$ cat src/rtl/trap_seq.sv
// Trap/return sequencer: drains the pipeline, writes LR and redirects fetch for
// SWI, IRQ and privilege faults, and sequences SRET. It also owns the kernel-mode bit.
module trap_seq #(
   parameter int                ADDR_W    = 48,
   parameter logic [ADDR_W-1:0] VEC_SWI   = 48'h0000_0000_0010,
   parameter logic [ADDR_W-1:0] VEC_IRQ   = 48'h0000_0000_0020,
   parameter logic [ADDR_W-1:0] VEC_FAULT = 48'h0000_0000_0030
) (
   input  logic              iw_clk,
   input  logic              iw_rst,
   input  logic              iw_swi_req,
   input  logic              iw_sret_req,
   input  logic              iw_irq,
   input  logic [ADDR_W-1:0] iw_ex_pc,
   input  logic [ADDR_W-1:0] iw_lr_val,
   input  logic              iw_mem_busy,
   output logic              ow_flush,
   output logic              ow_stall,
   output logic              ow_redirect,
   output logic [ADDR_W-1:0] ow_redirect_pc,
   output logic              ow_lr_we,
   output logic [ADDR_W-1:0] ow_lr_val,
   output logic              ow_kmode,
   output logic [1:0]        ow_cause,
   output logic              ow_busy
);

   typedef enum logic [2:0] {
      ST_IDLE   = 3'd0,
      ST_DRAIN  = 3'd1,
      ST_SAVE   = 3'd2,
      ST_VECTOR = 3'd3,
      ST_RET    = 3'd4
   } state_t;

   localparam logic [1:0] CAUSE_NONE  = 2'd0;
   localparam logic [1:0] CAUSE_SWI   = 2'd1;
   localparam logic [1:0] CAUSE_IRQ   = 2'd2;
   localparam logic [1:0] CAUSE_FAULT = 2'd3;

   localparam logic [ADDR_W-1:0] PC_ONE  = {{(ADDR_W-1){1'b0}}, 1'b1};
   localparam logic [ADDR_W-1:0] PC_ZERO = {ADDR_W{1'b0}};

   state_t            state_r, state_nxt_s;
   logic [ADDR_W-1:0] ret_pc_r, ret_pc_nxt_s;
   logic [1:0]        cause_r, cause_nxt_s;
   logic              kmode_r, kmode_nxt_s;
   logic              flush_r, flush_nxt_s;
   logic              stall_r, stall_nxt_s;
   logic              redirect_r, redirect_nxt_s;
   logic              lr_we_r, lr_we_nxt_s;
   logic              busy_r, busy_nxt_s;
   logic [ADDR_W-1:0] redirect_pc_r, redirect_pc_nxt_s;
   logic [ADDR_W-1:0] lr_val_r, lr_val_nxt_s;

   function automatic logic [ADDR_W-1:0] vec_sel(input logic [1:0] cause);
      logic [ADDR_W-1:0] vec;
      case (cause)
         CAUSE_SWI:   vec = VEC_SWI;
         CAUSE_IRQ:   vec = VEC_IRQ;
         CAUSE_FAULT: vec = VEC_FAULT;
         default:     vec = PC_ZERO;
      endcase
      return vec;
   endfunction

   // State and registered-output update; reset aborts any sequence in flight
   always_ff @(posedge iw_clk) begin
      if (iw_rst) begin
         state_r       <= ST_IDLE;
         ret_pc_r      <= PC_ZERO;
         cause_r       <= CAUSE_NONE;
         kmode_r       <= 1'b0;
         flush_r       <= 1'b0;
         stall_r       <= 1'b0;
         redirect_r    <= 1'b0;
         lr_we_r       <= 1'b0;
         busy_r        <= 1'b0;
         redirect_pc_r <= PC_ZERO;
         lr_val_r      <= PC_ZERO;
      end else begin
         state_r       <= state_nxt_s;
         ret_pc_r      <= ret_pc_nxt_s;
         cause_r       <= cause_nxt_s;
         kmode_r       <= kmode_nxt_s;
         flush_r       <= flush_nxt_s;
         stall_r       <= stall_nxt_s;
         redirect_r    <= redirect_nxt_s;
         lr_we_r       <= lr_we_nxt_s;
         busy_r        <= busy_nxt_s;
         redirect_pc_r <= redirect_pc_nxt_s;
         lr_val_r      <= lr_val_nxt_s;
      end
   end

   // Next-state logic: requests are sampled only in IDLE, SRET > SWI > IRQ
   always_comb begin
      state_nxt_s  = state_r;
      ret_pc_nxt_s = ret_pc_r;
      cause_nxt_s  = cause_r;
      kmode_nxt_s  = kmode_r;
      case (state_r)
         ST_IDLE: begin
            if (iw_sret_req) begin
               if (kmode_r) begin
                  ret_pc_nxt_s = iw_lr_val;
                  state_nxt_s  = ST_RET;
               end else begin
                  cause_nxt_s  = CAUSE_FAULT;
                  ret_pc_nxt_s = iw_ex_pc;
                  state_nxt_s  = ST_DRAIN;
               end
            end else if (iw_swi_req) begin
               cause_nxt_s  = CAUSE_SWI;
               ret_pc_nxt_s = iw_ex_pc + PC_ONE;
               state_nxt_s  = ST_DRAIN;
            end else if (iw_irq && !kmode_r) begin
               // interrupted instruction is re-executed on return
               cause_nxt_s  = CAUSE_IRQ;
               ret_pc_nxt_s = iw_ex_pc;
               state_nxt_s  = ST_DRAIN;
            end else begin
               state_nxt_s = ST_IDLE;
            end
         end
         ST_DRAIN: begin
            if (iw_mem_busy) begin
               state_nxt_s = ST_DRAIN;
            end else begin
               state_nxt_s = ST_SAVE;
            end
         end
         ST_SAVE: begin
            state_nxt_s = ST_VECTOR;
         end
         ST_VECTOR: begin
            kmode_nxt_s = 1'b1;
            state_nxt_s = ST_IDLE;
         end
         ST_RET: begin
            kmode_nxt_s = 1'b0;
            state_nxt_s = ST_IDLE;
         end
         default: begin
            state_nxt_s = ST_IDLE;
         end
      endcase
   end

   // Output logic: decoded from the upcoming state so outputs are registered yet state-aligned
   always_comb begin
      flush_nxt_s       = (state_nxt_s == ST_DRAIN) || (state_nxt_s == ST_RET);
      stall_nxt_s       = (state_nxt_s == ST_DRAIN) || (state_nxt_s == ST_SAVE);
      redirect_nxt_s    = (state_nxt_s == ST_VECTOR) || (state_nxt_s == ST_RET);
      lr_we_nxt_s       = (state_nxt_s == ST_SAVE);
      busy_nxt_s        = (state_nxt_s != ST_IDLE);
      redirect_pc_nxt_s = redirect_pc_r;
      lr_val_nxt_s      = lr_val_r;
      case (state_nxt_s)
         ST_SAVE:   lr_val_nxt_s      = ret_pc_r;
         ST_VECTOR: redirect_pc_nxt_s = vec_sel(cause_r);
         ST_RET:    redirect_pc_nxt_s = ret_pc_nxt_s;
         default:   lr_val_nxt_s      = lr_val_r;
      endcase
   end

   assign ow_flush       = flush_r;
   assign ow_stall       = stall_r;
   assign ow_redirect    = redirect_r;
   assign ow_redirect_pc = redirect_pc_r;
   assign ow_lr_we       = lr_we_r;
   assign ow_lr_val      = lr_val_r;
   assign ow_kmode       = kmode_r;
   assign ow_cause       = cause_r;
   assign ow_busy        = busy_r;

endmodule
$ cat config.mk
export PLATFORM = sky130hd
export DESIGN_NAME = trap_seq
export DESIGN_NICKNAME = d
export VERILOG_FILES = /design/src/rtl/trap_seq.sv
export SDC_FILE = /design/constraint.sdc
export NUM_CORES = 1
export LEC_CHECK = 0
export CORE_MARGIN = 2
export CORE_UTILIZATION = 43
export CTS_CLUSTER_DIAMETER = 50
export DETAILED_ROUTE_END_ITERATION = 7
export PLACE_DENSITY_LB_ADDON = 0.05
export SYNTH_ARGS = -nofsm -noshare
export SYNTH_HDL_FRONTEND = slang
export SYNTH_SLANG_ARGS = --single-unit
$ cat constraint.sdc
create_clock -name iw_clk -period 2.38 [get_ports iw_clk]
set_input_delay 0.476 -clock iw_clk [delete_from_list [all_inputs] [get_ports iw_clk]]
set_output_delay 0.476 -clock iw_clk [all_outputs]
set_load 0.01 [all_outputs]
==> metrics.yaml <==
run_status:
  status: "completed"
critical_path:
  endpoint_kind: "flop"
  slowest_stage: "clkdlybuf4s50_1"
  path_delay_family: "simple AND/OR/NAND/NOR gates"
  crit_chain: "clkdlybuf4s50_1, nand4_4, or4_4, or4_4, o2111a_1, nand2_2, a32o_1"
  required_ns: 2.75
  worstSetupPathType: "in -> reg"
  arrival_ns: 2.66
  critPathMostFrequentCell: "or4_4"
  critPathMaxFanout: 2
  crit_buf_inv: 1
  startpoint_type: "primary input"
  slowest_delay_ns: 0.57
flow_run:
  drv_cap: 0
synthesis:
  syn_inst: 922
  synthArstFlopShare_pct: 0
  synth_edf_count: 0
  yosysSeqAreaShare_pct: 43.0
  ys_types: 56
  ys_seq_elements: 155
  synth_area_per_cell_sq_um: 7.82
  synth_nets: 1025
  yosys_most_used_dff: "dfxtp_1"
  netlist_area_sq_um: 7210
  ys_warn_count: 0
finish:
  final_nets: 1308
  num_antenna_cells: 0
  layout_common_cells: "202 x clkdlybuf4s50_1, 185 x nand2_1, 154 x dfxtp_1, 124 x buf_4, 100 x a21oi_1"
  final_common_cell: "clkdlybuf4s50_1"
  drive_gt1_share_pct: 15.4
  syn_to_final_growth_pct: 52.4
  n_fill_cell: 1458
power_and_ir_drop:
  ir_drop_mv: 0.507
  fin_total_pwr_uw: 7490
  power_leakage_uw: 0.00405
  powerDensity_nw_per_um2: 681
cts:
  cts_tree: "done"
  cts_max_level: 4
  hold_buffers: 0
  clockBufferDepth: 2
  cts_sinks: 155
  root_buffer: "clkbuf_16"
  cts_buffers: 17
  clkSlewWorstSetupHoldPaths_ns: 0.06
  insertion_delay_ns: 0.43
placed_design:
  dpl_worst_slack_ns: -0.415
  hpwlAfterDp_um: 19000
  portBuffers: 205
  gp_congestion: 0.896
drt:
  detail_route.wl_per_cell_um: 18.4
  drtAntennaViolNets: 0
  vias: 7974
  wl_um: 26500
  drtPass1Iterations: 6
  route.detailed.drc: 0
  avgViaCountPerCell: 5.55
  first_iter_violations: 668
floorplan:
  io_pins: 206
  die_w_um: 133
  core_sq_um: 16500
  die_area_sq_um: 17800
  die_h_um: 133
  initial_utilization_pct: 43.8
  rows: 47
global_routing:
  grt_max_degree: 100
  grt_antenna_before_repair: 0
  first_global_vias: 7529
  globalRouteTotalUtil_pct: 29.2
  grt_pass1_wl_um: 40700
  grt_overflow_total: 0
timing:
  setup-violations-final: 0
  layout_setup_ws_ns: 0.0915
  fin_skew_ns: 0.00743
  slew-limit-headroom_pct: 62.0
  hold_viol: 0
  rsz0062_at_grt: "false"
  fmaxAchievable_ghz: 0.437
  tightestPinTransition_ns: 0.570
  whs_ns: 0.443
  period_share_pct: 96.2
  fin_setup_tns_ns: 0
  drv_slew: 0
  layout_min_cycle_time_ns: 2.29
worst_hold_path:
  min_path_type: "reg -> reg"
## Yosys cell counts, drive strengths merged (11+ instances only)
cell	instances	share of area [%]
a21oi	101	7.0
a22o	13	1.6
a22oi	23	2.4
clkbuf	62	3.2
dfxtp	155	43
mux2i	18	2.5
nand2	186	9.7
nand3	25	1.7
nand4	14	1.4
nor2	70	3.6
nor3	14	0.97
nor4	11	0.95
o21ai	55	3.8
o22ai	24	2.1
xnor2	24	2.9
xor2	12	1.5
## power breakdown
group	switching [uW]	total, uW	leakage [uW]	internal [uW]
Clock	1180	2670	0.000278	1490
Combinational	1010	1850	0.00251	837
Sequential	146	2960	0.00126	2810
Total	2340	7490	0.00405	5150
## cells by family (layout without fill, tap and decap cells)
| kind of cell | Yosys count | count (layout) | share of synthesized area [%] |
|---|---|---|---|
| buf+inv | 79 | 375 | 4.17 |
| mux | 23 | 23 | 3.28 |
| simple gates | 358 | 358 | 21.9 |
| xor+xnor | 36 | 36 | 4.37 |
| flops | 155 | 155 | 43.0 |
| compound gates | 270 | 270 | 23.0 |
| fa+ha+maj | 1 | 1 | 0.174 |
## registers in the layout, indices dropped and copies added (netlist names)
name / count
ret_pc_r: 48
state_r: 3
ow_cause: 2
ow_lr_val: 48
ow_busy: 1
ow_redirect_pc: 48
ow_redirect: 1
ow_kmode: 1
ow_flush: 1
ow_lr_we: 1
ow_stall: 1
## final cells by class
class                           instances  area [sq um]  share of cell area, %
Clock buffer                           19           443                   4.03
Clock inverter                         13           134                   1.22
Inverter                                9          33.8                  0.307
Multi-Input combinational cell        688          3900                   35.5
Sequential cell                       155          3100                   28.2
Tap cell                              220           275                   2.50
Timing Repair Buffer                  334          3100                   28.2
## timing repair
| action | CTS | global route |
|---|---|---|
| setup buffers | 0 | 0 |
| setup endpoints to repair | 0 | 10 |
| gates resized for setup | 0 | 13 |
| endpoints found under the hold margin | 0 | 0 |
## worst register-to-register path: cells and delay by family (launching register included)
family | cells | cell delay, ns
AOI/OAI and AO/OA | 1 | 0.12
and+or+nand+nor | 4 | 0.80
DFF | 1 | 0.40
buffers and inverters | 3 | 0.50
## per-stage QoR
| stage | std cells | instance area, sq um | utilization, % |
|---|---|---|---|
| 3_5_place_dp | 1406 | 10400 | 62.9 |
| 6_report | 1438 | 11000 | 66.7 |
| 5_1_grt | 1438 | 11000 | 66.7 |
| 4_1_cts | 1438 | 10900 | 66.4 |
| 2_1_floorplan | 922 | 7210 | - |
| 3_3_place_gp | 1406 | 10400 | 62.9 |
## per-layer routing
metal / vias up / part of all wire (%) / GRT usage, % / routed length [um]
li1: 3838 / - / - / -
met4: 0 / 1.8 / 8.27 / 478
met2: 322 / 46 / 47.0 / 12200
met3: 43 / 6.7 / 5.67 / 1790
met5: - / 0 / 0 / 0
met1: 3771 / 45 / 40.1 / 12000
## worst paths after layout
kind / startpoint / endpoint / slack (ns) / cells past startpoint
max: iw_ex_pc[3] / ret_pc_r[36] / 0.09 / 7
min: ow_redirect_pc[40] / ow_redirect_pc[40] / 0.44 / 2
max reg2reg: state_r[0] / ow_redirect_pc[40] / 0.50 / 8
min reg2reg: ow_redirect_pc[40] / ow_redirect_pc[40] / 0.44 / 2
No activity file was read; power rests on OpenSTA's default activity.
